**src/rtl/maj_net_tt_sweep_pkg.sv**
```systemverilog
// Shared types for the majority-network truth-table sweeper.
// Operand-select fields are stored at a fixed maximum width; unused upper bits stay zero.
package maj_net_pkg;

    localparam int SEL_CONST0 = 0;
    localparam int SEL_W_MAX  = 8;

    function automatic int sel_width(input int num_inputs, input int num_nodes);
        return $clog2(1 + num_inputs + num_nodes);
    endfunction

    typedef struct packed {
        logic [2:0]           inv;
        logic [SEL_W_MAX-1:0] sel_c;
        logic [SEL_W_MAX-1:0] sel_b;
        logic [SEL_W_MAX-1:0] sel_a;
    } node_cfg_t;

    typedef enum logic [1:0] {
        IDLE  = 2'd0,
        SWEEP = 2'd1,
        DONE  = 2'd2
    } state_t;

endpackage

```
**src/rtl/maj_net_tt_sweep_if.sv**
```systemverilog
// Config-write port plus truth-table valid/ready bundle for maj_net_tt_sweep.
// master = configuring/consuming agent, slave = the sweeper.
interface maj_net_tt_sweep_if #(
    parameter int NUM_INPUTS = 7,
    parameter int NUM_NODES  = 8
);
    import maj_net_pkg::*;

    localparam int SEL_W  = sel_width(NUM_INPUTS, NUM_NODES);
    localparam int ADDR_W = $clog2(NUM_NODES + 1);
    localparam int TT_W   = 1 << NUM_INPUTS;

    logic                 cfg_we;
    logic [ADDR_W-1:0]    cfg_addr;
    logic [3*SEL_W+2:0]   cfg_wdata;
    logic                 start;
    logic                 busy;
    logic [TT_W-1:0]      tt;
    logic                 tt_valid;
    logic                 tt_ready;
    logic                 cfg_err;

    modport master (
        output cfg_we, cfg_addr, cfg_wdata, start, tt_ready,
        input  busy, tt, tt_valid, cfg_err
    );

    modport slave (
        input  cfg_we, cfg_addr, cfg_wdata, start, tt_ready,
        output busy, tt, tt_valid, cfg_err
    );

endinterface

```
**src/rtl/maj_net_tt_sweep_node.sv**
```systemverilog
// One 3-input majority node; operands picked from the indices visible to it (optional inversion under MAJ_NET_INV_EN).
// Purely combinational; selects beyond AVAIL_W read as 0.
module maj3_node
    import maj_net_pkg::*;
#(
    parameter int AVAIL_W = 2
) (
    input  logic [AVAIL_W-1:0] avail_i,
    input  node_cfg_t          cfg_i,
    output logic               y_o
);

    logic a_raw;
    logic b_raw;
    logic c_raw;
    logic a;
    logic b;
    logic c;

    always_comb begin
        a_raw = 1'b0;
        b_raw = 1'b0;
        c_raw = 1'b0;
        for (int i = SEL_CONST0; i < AVAIL_W; i++) begin
            if (cfg_i.sel_a == SEL_W_MAX'(i)) a_raw = avail_i[i];
            if (cfg_i.sel_b == SEL_W_MAX'(i)) b_raw = avail_i[i];
            if (cfg_i.sel_c == SEL_W_MAX'(i)) c_raw = avail_i[i];
        end
    end

`ifdef MAJ_NET_INV_EN
    assign a = a_raw ^ cfg_i.inv[0];
    assign b = b_raw ^ cfg_i.inv[1];
    assign c = c_raw ^ cfg_i.inv[2];
`else
    // Monotone network: inversion bits are kept in the register but have no effect.
    logic unused_inv;
    assign unused_inv = ^cfg_i.inv;
    assign a = a_raw;
    assign b = b_raw;
    assign c = c_raw;
`endif

    assign y_o = (a & b) | (a & c) | (b & c);

endmodule

```
**src/rtl/maj_net_tt_sweep.sv**
```systemverilog
// Purpose: sweep all 2^NUM_INPUTS minterms through a programmable majority network (inversion under MAJ_NET_INV_EN).
// Latency: tt_valid rises TT_W+1 cycles after the start cycle; one minterm per cycle.
// Backpressure: result held in DONE until tt_ready; a start in DONE abandons or hands off and restarts.
module maj_net_tt_sweep
    import maj_net_pkg::*;
#(
    parameter int NUM_INPUTS = 7,
    parameter int NUM_NODES  = 8
) (
    input logic               clk,
    input logic               rst,
    maj_net_tt_sweep_if.slave bus_if
);

    localparam int SEL_W   = sel_width(NUM_INPUTS, NUM_NODES);
    localparam int ADDR_W  = $clog2(NUM_NODES + 1);
    localparam int TT_W    = 1 << NUM_INPUTS;
    localparam int TOT_OPS = 1 + NUM_INPUTS + NUM_NODES;
    localparam logic [SEL_W-1:0]    OUT_SEL_RST = SEL_W'(NUM_INPUTS + NUM_NODES);
    localparam logic [NUM_INPUTS:0] M_LAST      = (NUM_INPUTS + 1)'(TT_W - 1);

    node_cfg_t              node_cfg_q [NUM_NODES];
    node_cfg_t              node_cfg_d [NUM_NODES];
    logic [SEL_W-1:0]       out_sel_q;
    logic [SEL_W-1:0]       out_sel_d;
    logic                   cfg_err_q;
    logic                   cfg_err_d;
    state_t                 state_q;
    state_t                 state_d;
    logic [NUM_INPUTS:0]    m_q;
    logic [NUM_INPUTS:0]    m_d;
    logic [TT_W-1:0]        tt_q;
    logic [TT_W-1:0]        tt_d;

    node_cfg_t              wr_cfg;
    logic [SEL_W-1:0]       wr_sel;
    logic [NUM_INPUTS:0]    base_ops;
    logic [TOT_OPS-1:0]     ops_all;
    logic                   f;

    always_comb begin
        wr_cfg       = '0;
        wr_cfg.inv   = bus_if.cfg_wdata[3*SEL_W +: 3];
        wr_cfg.sel_c = SEL_W_MAX'(bus_if.cfg_wdata[2*SEL_W +: SEL_W]);
        wr_cfg.sel_b = SEL_W_MAX'(bus_if.cfg_wdata[SEL_W +: SEL_W]);
        wr_cfg.sel_a = SEL_W_MAX'(bus_if.cfg_wdata[0 +: SEL_W]);
        wr_sel       = bus_if.cfg_wdata[SEL_W-1:0];
    end

    // Config writes: a select at or beyond a node's own index flags cfg_err but is still stored.
    always_comb begin
        node_cfg_d = node_cfg_q;
        out_sel_d  = out_sel_q;
        cfg_err_d  = cfg_err_q;
        if (bus_if.cfg_we && (state_q != SWEEP)) begin
            for (int k = 0; k < NUM_NODES; k++) begin
                if (bus_if.cfg_addr == ADDR_W'(k)) begin
                    node_cfg_d[k] = wr_cfg;
                    if ((int'(wr_cfg.sel_a) > NUM_INPUTS + k) ||
                        (int'(wr_cfg.sel_b) > NUM_INPUTS + k) ||
                        (int'(wr_cfg.sel_c) > NUM_INPUTS + k)) begin
                        cfg_err_d = 1'b1;
                    end
                end
            end
            if ((bus_if.cfg_addr == ADDR_W'(NUM_NODES)) && (int'(wr_sel) < TOT_OPS)) begin
                out_sel_d = wr_sel;
            end
        end
    end

    assign base_ops = {m_q[NUM_INPUTS-1:0], 1'b0};

    // Each node only sees constant, inputs and strictly earlier nodes, so the chain is acyclic.
    for (genvar k = 0; k < NUM_NODES; k++) begin : g_node
        logic [NUM_INPUTS+k:0] avail;
        logic                  y;
        if (k == 0) begin : g_base
            assign avail = base_ops;
        end else begin : g_chain
            assign avail = {g_node[k-1].y, g_node[k-1].avail};
        end
        maj3_node #(
            .AVAIL_W (NUM_INPUTS + 1 + k)
        ) u_node (
            .avail_i (avail),
            .cfg_i   (node_cfg_q[k]),
            .y_o     (y)
        );
    end

    assign ops_all = {g_node[NUM_NODES-1].y, g_node[NUM_NODES-1].avail};

    always_comb begin
        f = 1'b0;
        for (int i = 0; i < TOT_OPS; i++) begin
            if (out_sel_q == SEL_W'(i)) f = ops_all[i];
        end
    end

    always_comb begin
        state_d = state_q;
        m_d     = m_q;
        tt_d    = tt_q;
        unique case (state_q)
            IDLE: begin
                if (bus_if.start) begin
                    state_d = SWEEP;
                    m_d     = '0;
                end
            end
            SWEEP: begin
                tt_d[m_q[NUM_INPUTS-1:0]] = f;
                m_d = m_q + 1'b1;
                if (m_q == M_LAST) state_d = DONE;
            end
            DONE: begin
                if (bus_if.start) begin
                    state_d = SWEEP;
                    m_d     = '0;
                end else if (bus_if.tt_ready) begin
                    state_d = IDLE;
                end
            end
            default: state_d = IDLE;
        endcase
    end

    always_ff @(posedge clk or posedge rst) begin
        if (rst) begin
            for (int k = 0; k < NUM_NODES; k++) node_cfg_q[k] <= '0;
            out_sel_q <= OUT_SEL_RST;
            cfg_err_q <= 1'b0;
            state_q   <= IDLE;
            m_q       <= '0;
            tt_q      <= '0;
        end else begin
            node_cfg_q <= node_cfg_d;
            out_sel_q  <= out_sel_d;
            cfg_err_q  <= cfg_err_d;
            state_q    <= state_d;
            m_q        <= m_d;
            tt_q       <= tt_d;
        end
    end

    assign bus_if.busy     = (state_q == SWEEP);
    assign bus_if.tt_valid = (state_q == DONE);
    assign bus_if.tt       = tt_q;
    assign bus_if.cfg_err  = cfg_err_q;

endmodule

```
**src/flat_wrapper.sv**
```systemverilog
// flat-port wrapper written by rule: the top's interface ports become plain ports
module maj_net_tt_sweep_flat import maj_net_pkg::*;
#(
    parameter int NUM_INPUTS = 7,
    parameter int NUM_NODES  = 8
)
  (clk, rst, bus_if_cfg_we, bus_if_cfg_addr, bus_if_cfg_wdata, bus_if_start, bus_if_tt_ready, bus_if_busy, bus_if_tt, bus_if_tt_valid, bus_if_cfg_err);
  maj_net_tt_sweep_if #(.NUM_INPUTS(NUM_INPUTS), .NUM_NODES(NUM_NODES)) bus_if_i ();
  input logic clk;
  input logic rst;
  input wire logic [$bits(bus_if_i.cfg_we)-1:0] bus_if_cfg_we;
  input wire logic [$bits(bus_if_i.cfg_addr)-1:0] bus_if_cfg_addr;
  input wire logic [$bits(bus_if_i.cfg_wdata)-1:0] bus_if_cfg_wdata;
  input wire logic [$bits(bus_if_i.start)-1:0] bus_if_start;
  input wire logic [$bits(bus_if_i.tt_ready)-1:0] bus_if_tt_ready;
  output wire logic [$bits(bus_if_i.busy)-1:0] bus_if_busy;
  output wire logic [$bits(bus_if_i.tt)-1:0] bus_if_tt;
  output wire logic [$bits(bus_if_i.tt_valid)-1:0] bus_if_tt_valid;
  output wire logic [$bits(bus_if_i.cfg_err)-1:0] bus_if_cfg_err;
  assign bus_if_i.cfg_we = bus_if_cfg_we;
  assign bus_if_i.cfg_addr = bus_if_cfg_addr;
  assign bus_if_i.cfg_wdata = bus_if_cfg_wdata;
  assign bus_if_i.start = bus_if_start;
  assign bus_if_i.tt_ready = bus_if_tt_ready;
  assign bus_if_busy = bus_if_i.busy;
  assign bus_if_tt = bus_if_i.tt;
  assign bus_if_tt_valid = bus_if_i.tt_valid;
  assign bus_if_cfg_err = bus_if_i.cfg_err;
  maj_net_tt_sweep #(.NUM_INPUTS(NUM_INPUTS), .NUM_NODES(NUM_NODES)) u_core (.clk(clk), .rst(rst), .bus_if(bus_if_i));
endmodule
```
**config.mk**
```make
export PLATFORM = sky130hd
export DESIGN_NAME = maj_net_tt_sweep_flat
export DESIGN_NICKNAME = d
export VERILOG_FILES = /design/src/rtl/maj_net_tt_sweep_pkg.sv /design/src/rtl/maj_net_tt_sweep_if.sv /design/src/rtl/maj_net_tt_sweep_node.sv /design/src/rtl/maj_net_tt_sweep.sv /design/src/flat_wrapper.sv
export SDC_FILE = /design/constraint.sdc
export NUM_CORES = 1
export LEC_CHECK = 0
export CAP_MARGIN = 20
export CORE_AREA = 4 4 173 175
export CTS_BUF_LIST = sky130_fd_sc_hd__clkbuf_8
export CTS_CLUSTER_SIZE = 16
export DETAILED_ROUTE_END_ITERATION = 8
export DIE_AREA = 0 0 177 179
export PLACE_DENSITY = 0.63
export SYNTH_ARGS = -nofsm -noshare
export SYNTH_HDL_FRONTEND = slang
export SYNTH_SLANG_ARGS = --single-unit
```
**constraint.sdc**
```tcl
create_clock -name clk -period 9.1 [get_ports clk]
set_input_delay 0.91 -clock clk [delete_from_list [all_inputs] [get_ports clk]]
set_output_delay 0.91 -clock clk [all_outputs]
set_load 0.01 [all_outputs]
```
==> impl_metrics.ini <==
[yosys]
synth_cell_type_count = 72
synth_most_common_cell = nand2_1
netlist_top_cells_area = dfrtp_1 (46%), mux2_2 (9.8%), nand2_1 (8.9%)
synth_cells = 1320
synth-edff-count = 0
yosys.area.top_type = dfrtp_1
ys_ff_latch = 239
syn-num-nets = 1345
synth_common_cells = nand2_1 (300), dfrtp_1 (235), o21ai_0 (156)
async_flop_share = 1.00
yosysWarnings = 0
yosysSeqAreaShare = 0.472
syn_area_mm2 = 0.0127
synthFlopType = dfrtp_1
postSynthAreaPerCell_um2 = 9.61
yosysTopAreaCellShare = 0.464

[clock_tree]
cts.sinks = 239
cts_tree = built
path_clk_slew_ns = 0.06
cts_buffers = 43
cts_resized = 0
htreeDepth = 2
cts_root_buf = clkbuf_8
clkLatencyLatePin_ns = 0.55
cts_hold_buf = 0
cts_setup_buffers = 0
max-clock-path-buffers = 3

[placement]
hpwl_um = 23100
dp_slack_ns = 1.73
gp_congestion = 0.802
io_buffers = 151
dp.cells = 1783
place_area_mm2 = 0.0145

[drt]
wl_um = 37500
drc = 0
initialDrtViolationCount = 639
avgRoutedWirePerCell_um = 20.2
via_per_inst = 5.61
first_pass_iters = 5
ant_nets = 0
vias = 10412

[layout]
layout-drive-gt1-share = 0.164
fin_nets = 1471
area_delta_synth_final_pct = 21.2
finalNonFillerCells = 1856
antenna_cells = 0
final_area_mm2 = 0.0154
final_core_util = 0.540

[floorplan]
pin_count = 155
die-height_um = 179
start_util = 0.445
die_w_um = 177
rows = 62
core_mm2 = 0.0285
dieArea_mm2 = 0.0317

[run_status]
status = complete, no violations

[timing]
finalHoldViolCount = 0
relSlewSlack = 0.239
timing.final.crit_share = 0.832
finClkSkew_ns = 0.0145
rsz0062_at_grt = false
maxSlewViolCount = 0
period_needed_ns = 7.57
fmax_mhz = 132
finalSetupViolCount = 0
totalNegativeSetupSlack_ns = 0
worst_slack_ns = 1.53
worst_slew_pin_slew_ns = 1.13

[worst_hold_path]
hold_path_depth = 2
worstHoldStart = u_core.bus_if.tt[35]$_DFFE_PP0P_
min_to = u_core.bus_if.tt[35]$_DFFE_PP0P_
hp-class = register to register

[worst_setup_path]
reg2reg_slack_ns = 1.53
r2r_cells = 23
arrival_ns = 8.02
required_ns = 9.55
cp_max_fo = 127
path_class = register to register
r2r-end = u_core.bus_if.tt[97]$_DFFE_PP0P_
cp-start-kind = register
worstSetupEndpointType = register
r2r_start = u_core.m_q[0]$_DFFE_PP0P_

[grt]
grt_pass1_wl_um = 59700
grt-ovfl-total = 0
grt_max_degree = 128
grtUsageTotal = 0.238
grt_pass1_vias = 10374
grt_antenna_before_repair = 0

[power]
power_density_mw_per_mm2 = 140
ir_worst_vdd_mv = 0.117
power_leakage_nw = 6.42

[flow_run]
drv_cap = 0
## logic make-up after synthesis
group / count (synthesis) / synth area share
flops: 239 / 0.472
mux: 150 / 0.157
compound gates: 311 / 0.146
simple gates: 487 / 0.173
xor+xnor: 4 / 0.00276
fa+ha+maj: 14 / 0.0117
buf+inv: 115 / 0.0381
## stage by stage
stage                     power (W)  hold slack (ns)
final                       0.00216            0.477
after global routing        0.00224            0.499
after CTS                   0.00218            0.480
after detailed placement    0.00114            0.466
after global placement      0.00114            0.461
after floorplan             0.00111            0.460
## final cells by class
class	instances	area (um2)
Timing Repair Buffer	173	1710
Clock buffer	53	729
Multi-Input combinational cell	966	6230
Tap cell	384	480
Inverter	23	93.8
Fill cell	2496	13100
Sequential cell	239	5990
Clock inverter	18	134
## sequential cells by signal, summed over array words and instances (netlist names)
signal,cells
u_core.node_cfg_q,96
u_core.m_q,8
u_core.bus_if.cfg_err,1
u_core.state_q,2
u_core.out_sel_q,4
u_core.bus_if.tt,128
## power by group
part           leakage (nW)  internal (W)  switching, W
registers              3.29       0.00106             0
logic                  2.64     0.0000134     0.0000426
clock network         0.482      0.000579      0.000459
## worst max path at each step
stage | startpoint | to | slack (ns) | cells after the start
floorplan | rst | u_core.bus_if.cfg_err$_DFFE_PP0P_ | 1.64 | 1
global placement | u_core.m_q[0]$_DFFE_PP0P_ | u_core.bus_if.tt[113]$_DFFE_PP0P_ | 1.82 | 23
detailed placement | u_core.m_q[0]$_DFFE_PP0P_ | u_core.bus_if.tt[72]$_DFFE_PP0P_ | 1.73 | 23
CTS | u_core.m_q[0]$_DFFE_PP0P_ | u_core.bus_if.tt[97]$_DFFE_PP0P_ | 1.68 | 22
global route | u_core.m_q[0]$_DFFE_PP0P_ | u_core.bus_if.tt[52]$_DFFE_PP0P_ | 1.32 | 23
finish | u_core.m_q[0]$_DFFE_PP0P_ | u_core.bus_if.tt[97]$_DFFE_PP0P_ | 1.53 | 23
## layer usage
metal / global-route usage / share of wire / up-vias
met4: 0.0616 / 0.021 / 0
met5: 0 / 0 / -
met1: 0.317 / 0.42 / 5065
met2: 0.375 / 0.46 / 354
met3: 0.0848 / 0.098 / 62
li1: - / - / 4931
## layout by cell type, fill, tap and decap left out, drive strengths merged, types with 7 or more instances in the layout
cell	count
a21oi	47
a31oi	12
and2	7
buf	21
clkbuf	54
clkdlybuf4s50	151
dfrtp	235
inv	36
maj3	13
mux2	110
mux2i	12
mux4	28
nand2	300
nand2b	15
nand3	20
nand3b	11
nor2	52
nor2b	12
nor3	27
nor3b	13
o21a	7
o21ai	174
## worst max-delay path: stages (launching register included)
cell       delay [ns]
dfrtp_1          0.71
buf_4            0.44
nor2b_1          0.18
a221oi_1         0.08
nor3_1           0.17
maj3_2           0.67
a21oi_1          0.16
maj3_1           0.38
buf_4            0.21
a31o_2           0.25
maj3_1           0.51
o21a_1           0.25
maj3_1           0.52
a41oi_1          0.40
maj3_2           0.46
o32a_1           0.19
a2bb2oi_1        0.17
buf_4            0.18
a31o_2           0.18
a221oi_1         0.09
nor4_2           0.39
o21ai_4          0.11
buf_12           0.20
o21ai_0          0.35
No activity file was read; power rests on OpenSTA's default activity.
